<file path="src/rtl/alu_arb_pkg.sv">
// Shared types and opcodes for the two-requester ALU arbiter.
package alu_arb_pkg;

    typedef enum logic [1:0] {
        IDLE = 2'd0,
        EXEC = 2'd1,
        RESP = 2'd2
    } arb_state_t;

    localparam logic ALU_ADD = 1'b0;
    localparam logic ALU_EQ  = 1'b1;

endpackage

</file>
<file path="src/rtl/rr_arb2.sv">
// Two-way round-robin grant: a lone request wins outright; on contention the
// requester that did not win last time is granted.
module rr_arb2 (
    input  logic [1:0] req,
    input  logic       last,
    output logic [1:0] gnt
);

    // Grant is one-hot or zero; contention resolves away from the last winner
    always_comb begin
        gnt = req;
        if (req == 2'b11) begin
            gnt = last ? 2'b01 : 2'b10;
        end
    end

endmodule

</file>
<file path="src/rtl/alu_arbiter.sv">
// Shares one external combinational ALU (add / equality compare) between two
// requesters with round-robin fairness and returns results on a single
// valid/ready response channel.
// Optional feature: define ALU_ARB_STATS_EN to add saturating per-requester
// grant counters (grant_cnt0 / grant_cnt1).
module alu_arbiter
    import alu_arb_pkg::*;
#(
    parameter int DATA_WIDTH = 8,
    parameter int CTRLSIG    = 1,
    parameter int CNT_WIDTH  = 16
) (
    input  logic                  clk,
    input  logic                  rst,
    input  logic [1:0]            req_valid,
    output logic [1:0]            req_ready,
    input  logic [CTRLSIG-1:0]    req0_ctrl,
    input  logic [DATA_WIDTH-1:0] req0_op1,
    input  logic [DATA_WIDTH-1:0] req0_op2,
    input  logic [CTRLSIG-1:0]    req1_ctrl,
    input  logic [DATA_WIDTH-1:0] req1_op1,
    input  logic [DATA_WIDTH-1:0] req1_op2,
    output logic [CTRLSIG-1:0]    alu_ctrl,
    output logic [DATA_WIDTH-1:0] alu_op1,
    output logic [DATA_WIDTH-1:0] alu_op2,
    input  logic [DATA_WIDTH-1:0] alu_out,
    input  logic                  alu_eq,
    output logic                  resp_valid,
    input  logic                  resp_ready,
    output logic                  resp_id,
    output logic [DATA_WIDTH-1:0] resp_out,
    output logic                  resp_eq
`ifdef ALU_ARB_STATS_EN
    ,
    output logic [CNT_WIDTH-1:0]  grant_cnt0,
    output logic [CNT_WIDTH-1:0]  grant_cnt1
`endif
);

    if (CNT_WIDTH < 1) begin : g_bad_cnt_width
        $error("alu_arbiter: CNT_WIDTH must be at least 1");
    end

    arb_state_t            r_state;
    logic                  r_last;
    logic [CTRLSIG-1:0]    r_ctrl;
    logic [DATA_WIDTH-1:0] r_op1;
    logic [DATA_WIDTH-1:0] r_op2;
    logic                  r_id;
    logic [DATA_WIDTH-1:0] r_out;
    logic                  r_eq;

    logic [1:0]            w_gnt;
    logic                  w_sel;
    logic                  w_accept;
    logic                  w_is_add;
    logic                  w_is_eq;

    rr_arb2 u_rr_arb2 (
        .req  (req_valid),
        .last (r_last),
        .gnt  (w_gnt)
    );

    // Ready only toward the grant, only while idle, never during reset
    assign req_ready = ((r_state == IDLE) && !rst) ? w_gnt : 2'b00;
    assign w_sel     = w_gnt[1];
    assign w_accept  = |(req_valid & req_ready);

    // Opcodes outside add/compare return zero result and clear EQ
    assign w_is_add  = (r_ctrl == CTRLSIG'(ALU_ADD));
    assign w_is_eq   = (r_ctrl == CTRLSIG'(ALU_EQ));

    assign alu_ctrl   = r_ctrl;
    assign alu_op1    = r_op1;
    assign alu_op2    = r_op2;
    assign resp_valid = (r_state == RESP);
    assign resp_id    = r_id;
    assign resp_out   = r_out;
    assign resp_eq    = r_eq;

    // Control FSM with operand latch on accept and result capture at end of EXEC
    always_ff @(posedge clk) begin
        if (rst) begin
            r_state <= IDLE;
            r_last  <= 1'b1;
            r_ctrl  <= '0;
            r_op1   <= '0;
            r_op2   <= '0;
            r_id    <= 1'b0;
            r_out   <= '0;
            r_eq    <= 1'b0;
        end else begin
            case (r_state)
                IDLE: begin
                    if (w_accept) begin
                        r_state <= EXEC;
                        r_id    <= w_sel;
                        r_last  <= w_sel;
                        r_ctrl  <= w_sel ? req1_ctrl : req0_ctrl;
                        r_op1   <= w_sel ? req1_op1  : req0_op1;
                        r_op2   <= w_sel ? req1_op2  : req0_op2;
                    end
                end
                EXEC: begin
                    r_out   <= w_is_add ? alu_out : '0;
                    r_eq    <= w_is_eq & alu_eq;
                    r_state <= RESP;
                end
                RESP: begin
                    if (resp_ready) begin
                        r_state <= IDLE;
                    end
                end
                default: begin
                    r_state <= IDLE;
                end
            endcase
        end
    end

`ifdef ALU_ARB_STATS_EN
    logic [CNT_WIDTH-1:0] r_cnt0;
    logic [CNT_WIDTH-1:0] r_cnt1;

    // Per-requester grant counters, saturating at all-ones
    always_ff @(posedge clk) begin
        if (rst) begin
            r_cnt0 <= '0;
            r_cnt1 <= '0;
        end else if (w_accept) begin
            if (!w_sel && (r_cnt0 != '1)) begin
                r_cnt0 <= r_cnt0 + CNT_WIDTH'(1);
            end
            if (w_sel && (r_cnt1 != '1)) begin
                r_cnt1 <= r_cnt1 + CNT_WIDTH'(1);
            end
        end
    end

    assign grant_cnt0 = r_cnt0;
    assign grant_cnt1 = r_cnt1;
`endif

endmodule

</file>
<file path="config.mk">
export PLATFORM = sky130hd
export DESIGN_NAME = alu_arbiter
export DESIGN_NICKNAME = d
export VERILOG_FILES = /design/src/rtl/alu_arb_pkg.sv /design/src/rtl/rr_arb2.sv /design/src/rtl/alu_arbiter.sv
export SDC_FILE = /design/constraint.sdc
export NUM_CORES = 1
export LEC_CHECK = 0
export ABC_AREA = 0
export BUFFER_PORTS_ARGS = -buffer_cell sky130_fd_sc_hd__buf_2
export CAP_MARGIN = 20
export CELL_PAD_IN_SITES_DETAIL_PLACEMENT = 1
export CELL_PAD_IN_SITES_GLOBAL_PLACEMENT = 1
export CORE_ASPECT_RATIO = 1.4
export CORE_MARGIN = 2
export CORE_UTILIZATION = 34
export CTS_CLUSTER_SIZE = 40
export DETAILED_ROUTE_END_ITERATION = 6
export GPL_TIMING_DRIVEN = 0
export PLACE_DENSITY = 0.94
export SYNTH_ARGS = -nofsm -noshare
export SYNTH_HDL_FRONTEND = slang
export SYNTH_SLANG_ARGS = --single-unit
</file>
<file path="constraint.sdc">
create_clock -name clk -period 3 [get_ports clk]
set_input_delay 0.45 -clock clk [delete_from_list [all_inputs] [get_ports clk]]
set_output_delay 0.45 -clock clk [all_outputs]
set_load 0.005 [all_outputs]
</file>
==> out/qor.csv <==
stage,metric,value,unit
timing,TNS Setup,0,ns
setup_path,worst-path cell chain,or2_4 > buf_6 > buf_8 > nor4b_4 > buf_2,
timing,final hold viol count,0,
setup_path,CP endpoint kind,output pin,
route,Post-DRT Antenna Nets,0,
die,starting density of the core,35.4,%
yosys,Syn Inst Count,160,
setup_path,CP Data Required Time,2.55,ns
setup_path,reg2reg end,alu_op1[4],
finish,share of cells above drive strength 1,44.5,%
clock_tree,worst skew pair latency,0.29,ns
setup_path,R2R Setup Slk,1.60,ns
yosys,post-synth net total,208,
timing,Max Slew Vio Count,0,
die,full die area,4920,um^2
setup_path,crit path launch type,flop,
power,Max VDD drop,324,uV
place,cell count after placement,282,
route,Avg Vias per Cell,5.36,
timing,Final min period,2.07,ns
min_path,hold path start,alu_out[0],
setup_path,critical path's top delay family,simple AND/OR/NAND/NOR gates,
yosys,Post-Syn Area,1490,um^2
route,Iteration-0 DRC Markers,45,
clock_tree,post-cts repair resize count,0,
global_routing,vias in the first global route,1604,
yosys,Avg Inst Size Synth,9.29,um^2
clock_tree,total CTS buffers,5,
timing,RSZ-0062 raised after global routing,false,
finish,Antenna Cells,0,
finish,area grow syn2layout,35.9,%
setup_path,kind of critical path,flop to output pin,
clock_tree,CTS sink count,30,
die,Die X,59.9,um
global_routing,grt ovf,0,
setup_path,"Arr. time, crit path",1.62,ns
setup_path,FF-to-FF Start,r_state[1],
route,Via Count,1555,
route,Routed WL,4790,um
die,Top Ports,78,
clock_tree,root buffer cell,clkbuf_8,
clock_tree,setup bufs post-CTS,0,
die,standard-cell rows,28,
place,# port buffers,77,
min_path,cell depth of the worst hold path,3,
timing,maximum clock rate,484,MHz
timing,Final period util,68.9,%
power,PD cells,538,nW/um^2
clock_tree,CTS Hold Bufs,0,
global_routing,first-pass GRT wire length,7600,um
setup_path,"Max FO, Critical Path",10,
clock_tree,htree depth,2,
finish,post-layout util,48.0,%
route,Avg WL per Cell,16.5,um
yosys,share of the yosys chip area belonging to registers,40.4,%
place,Placer Congestion,0.762,
setup_path,CP Buf/Inv Count,3,
finish,multi-input logic area,754,um^2
min_path,Hold Crit Class,primary input to flop,
timing,WHS,0.434,ns
clock_tree,CTS tree,yes,
place,post-place setup slack,1.09,ns
setup_path,Critical-path top delay cell,dfxtp_1,
global_routing,Total Routing Usage GR,20.9,%
global_routing,largest net degree at the start of global routing,12,
place,hpwl dp,3450,um
yosys,Netlist cell types,31,
yosys,Ys Warns,0,
clock_tree,Worst-path clk slew,0.06,ns
finish,Total Nets Final,292,
global_routing,antenna violations before repair,0,
die,core region area,4200,um^2
timing,final setup skew,0.00577,ns
timing,Worst slew margin,62.8,%
timing,worst slew pin tran,0.558,ns
setup_path,worst r2r path cells,5,
timing,Final setup viols,0,
finish,filler cell count,535,
min_path,WHS Endpoint,resp_out[0],
finish,Reg area,601,um^2
route,DRT Pass-1 Iters,4,
yosys,#FFs+latches synth,30,
route,drc violations,0,
job,Max Cap Viol,0,
die,die height,82.2,um
run_status,status,"complete, no violations",
finish,final std cells w/o fill,290,
timing,final worst setup slack,0.934,ns
clock_tree,CTS Buffer Depth,2,
power,leak pwr,0.882,nW
setup_path,"slowest stage delay, CP",0.37,ns
worst reg2reg max path, stage by stage (launching register included):
cell	delay, ns
dfxtp_1	0.37
or2_4	0.29
buf_6	0.15
buf_8	0.14
nor3_1	0.23
nor4_1	0.08
registers in the layout (all words and copies together), names as in the netlist:
register / cells
alu_ctrl: 1
alu_op1: 8
alu_op2: 8
r_last: 1
r_state: 2
resp_eq: 1
resp_id: 1
resp_out: 8
synthesized netlist by cell type:
cell type,instances,area share (%)
dfxtp_1,30,40
a21oi_1,27,9.1
nor3_1,16,5.4
nor4_1,15,6.3
nor4b_1,14,8.2
nand2_1,9,2.3
nand3b_1,8,4.0
buf_4,5,2.5
clkbuf_1,5,1.3
buf_2,4,1.3
nor4b_2,3,3.0
and2b_1,2,1.0
buf_8,2,2.0
nor3_2,2,1.3
nor4_2,2,1.7
a21bo_2,1,0.67
a221o_1,1,0.67
a2bb2oi_1,1,0.59
buf_6,1,0.76
clkbuf_8,1,0.93
nand2b_1,1,0.42
nand3_1,1,0.34
nor2_1,1,0.25
nor2_4,1,0.76
nor2b_1,1,0.42
nor3b_1,1,0.51
nor4b_4,1,1.6
or2_2,1,0.42
or2_4,1,0.59
or2b_1,1,0.51
or3b_1,1,0.59
metrics by stage:
| step | total power [W] | cell area [um^2] |
|---|---|---|
| floorplan | 0.000641 | 1490 |
| global route | 0.00114 | 2020 |
| finish | 0.00109 | 2020 |
| detailed placement | 0.000757 | 1930 |
| CTS | 0.00110 | 2020 |
| global placement | 0.000748 | 1930 |
final cells by class:
| cell class | instances | share of cell area (%) |
|---|---|---|
| Buffer | 18 | 6.51 |
| Sequential cell | 30 | 29.7 |
| Clock buffer | 7 | 4.28 |
| Timing Repair Buffer | 77 | 19.1 |
| Tap cell | 45 | 2.79 |
| Clock inverter | 1 | 0.248 |
| Multi-Input combinational cell | 112 | 37.4 |
cells by family (layout without fill, tap and decap cells):
family | after synthesis | in the layout | synth area share, %
AND/OR/NAND/NOR | 82 | 82 | 39.7
AO/OA/AOI/OAI | 30 | 30 | 11.0
flip-flops | 30 | 30 | 40.4
buffers and inverters | 18 | 103 | 8.84
worst max-delay path by stage:
stage,start,to,slack (ns),cells past startpoint
finish,r_state[1],req_ready[0],0.93,5
global route,r_state[1],req_ready[0],0.84,5
CTS,r_state[1],req_ready[0],0.92,5
detailed placement,req_valid[0],req_ready[0],1.09,5
global placement,req_valid[0],req_ready[0],1.10,5
floorplan,req_valid[1],req_ready[1],1.41,4
power breakdown:
part	switching (W)	total (W)	internal, W
clock network	0.000153	0.000338	0.000185
logic	0.000143	0.000281	0.000138
registers	0.0000269	0.000467	0.000440
total	0.000323	0.00109	0.000763
layout by cell type (no fill, tap or decap):
cell       instances
nor4_2             2
nand3_1            1
and2b_1            2
a221o_1            1
a21bo_2            1
nor4b_4            1
buf_4              5
dfxtp_1           30
clkbuf_1           6
or2_4              1
nor2_4             1
buf_6              1
nand2b_1           1
clkinv_2           1
nor4_1            15
nor4b_1           14
or2_2              1
nor2_1             1
clkbuf_8           7
nor3_2             2
buf_8              2
a2bb2oi_1          1
nor2b_1            1
buf_2             81
or3b_1             1
nor3_1            16
or2b_1             1
nor4b_2            3
a21oi_1           27
nand3b_1           8
nand2_1            9
nor3b_1            1
layer usage:
metal / track usage (%) / share of wire, %
met1: 23.0 / 39
met2: 37.8 / 54
met3: 4.67 / 5.1
met4: 8.67 / 1.9
met5: 0 / 0
Power figures use the tool's default switching activity.
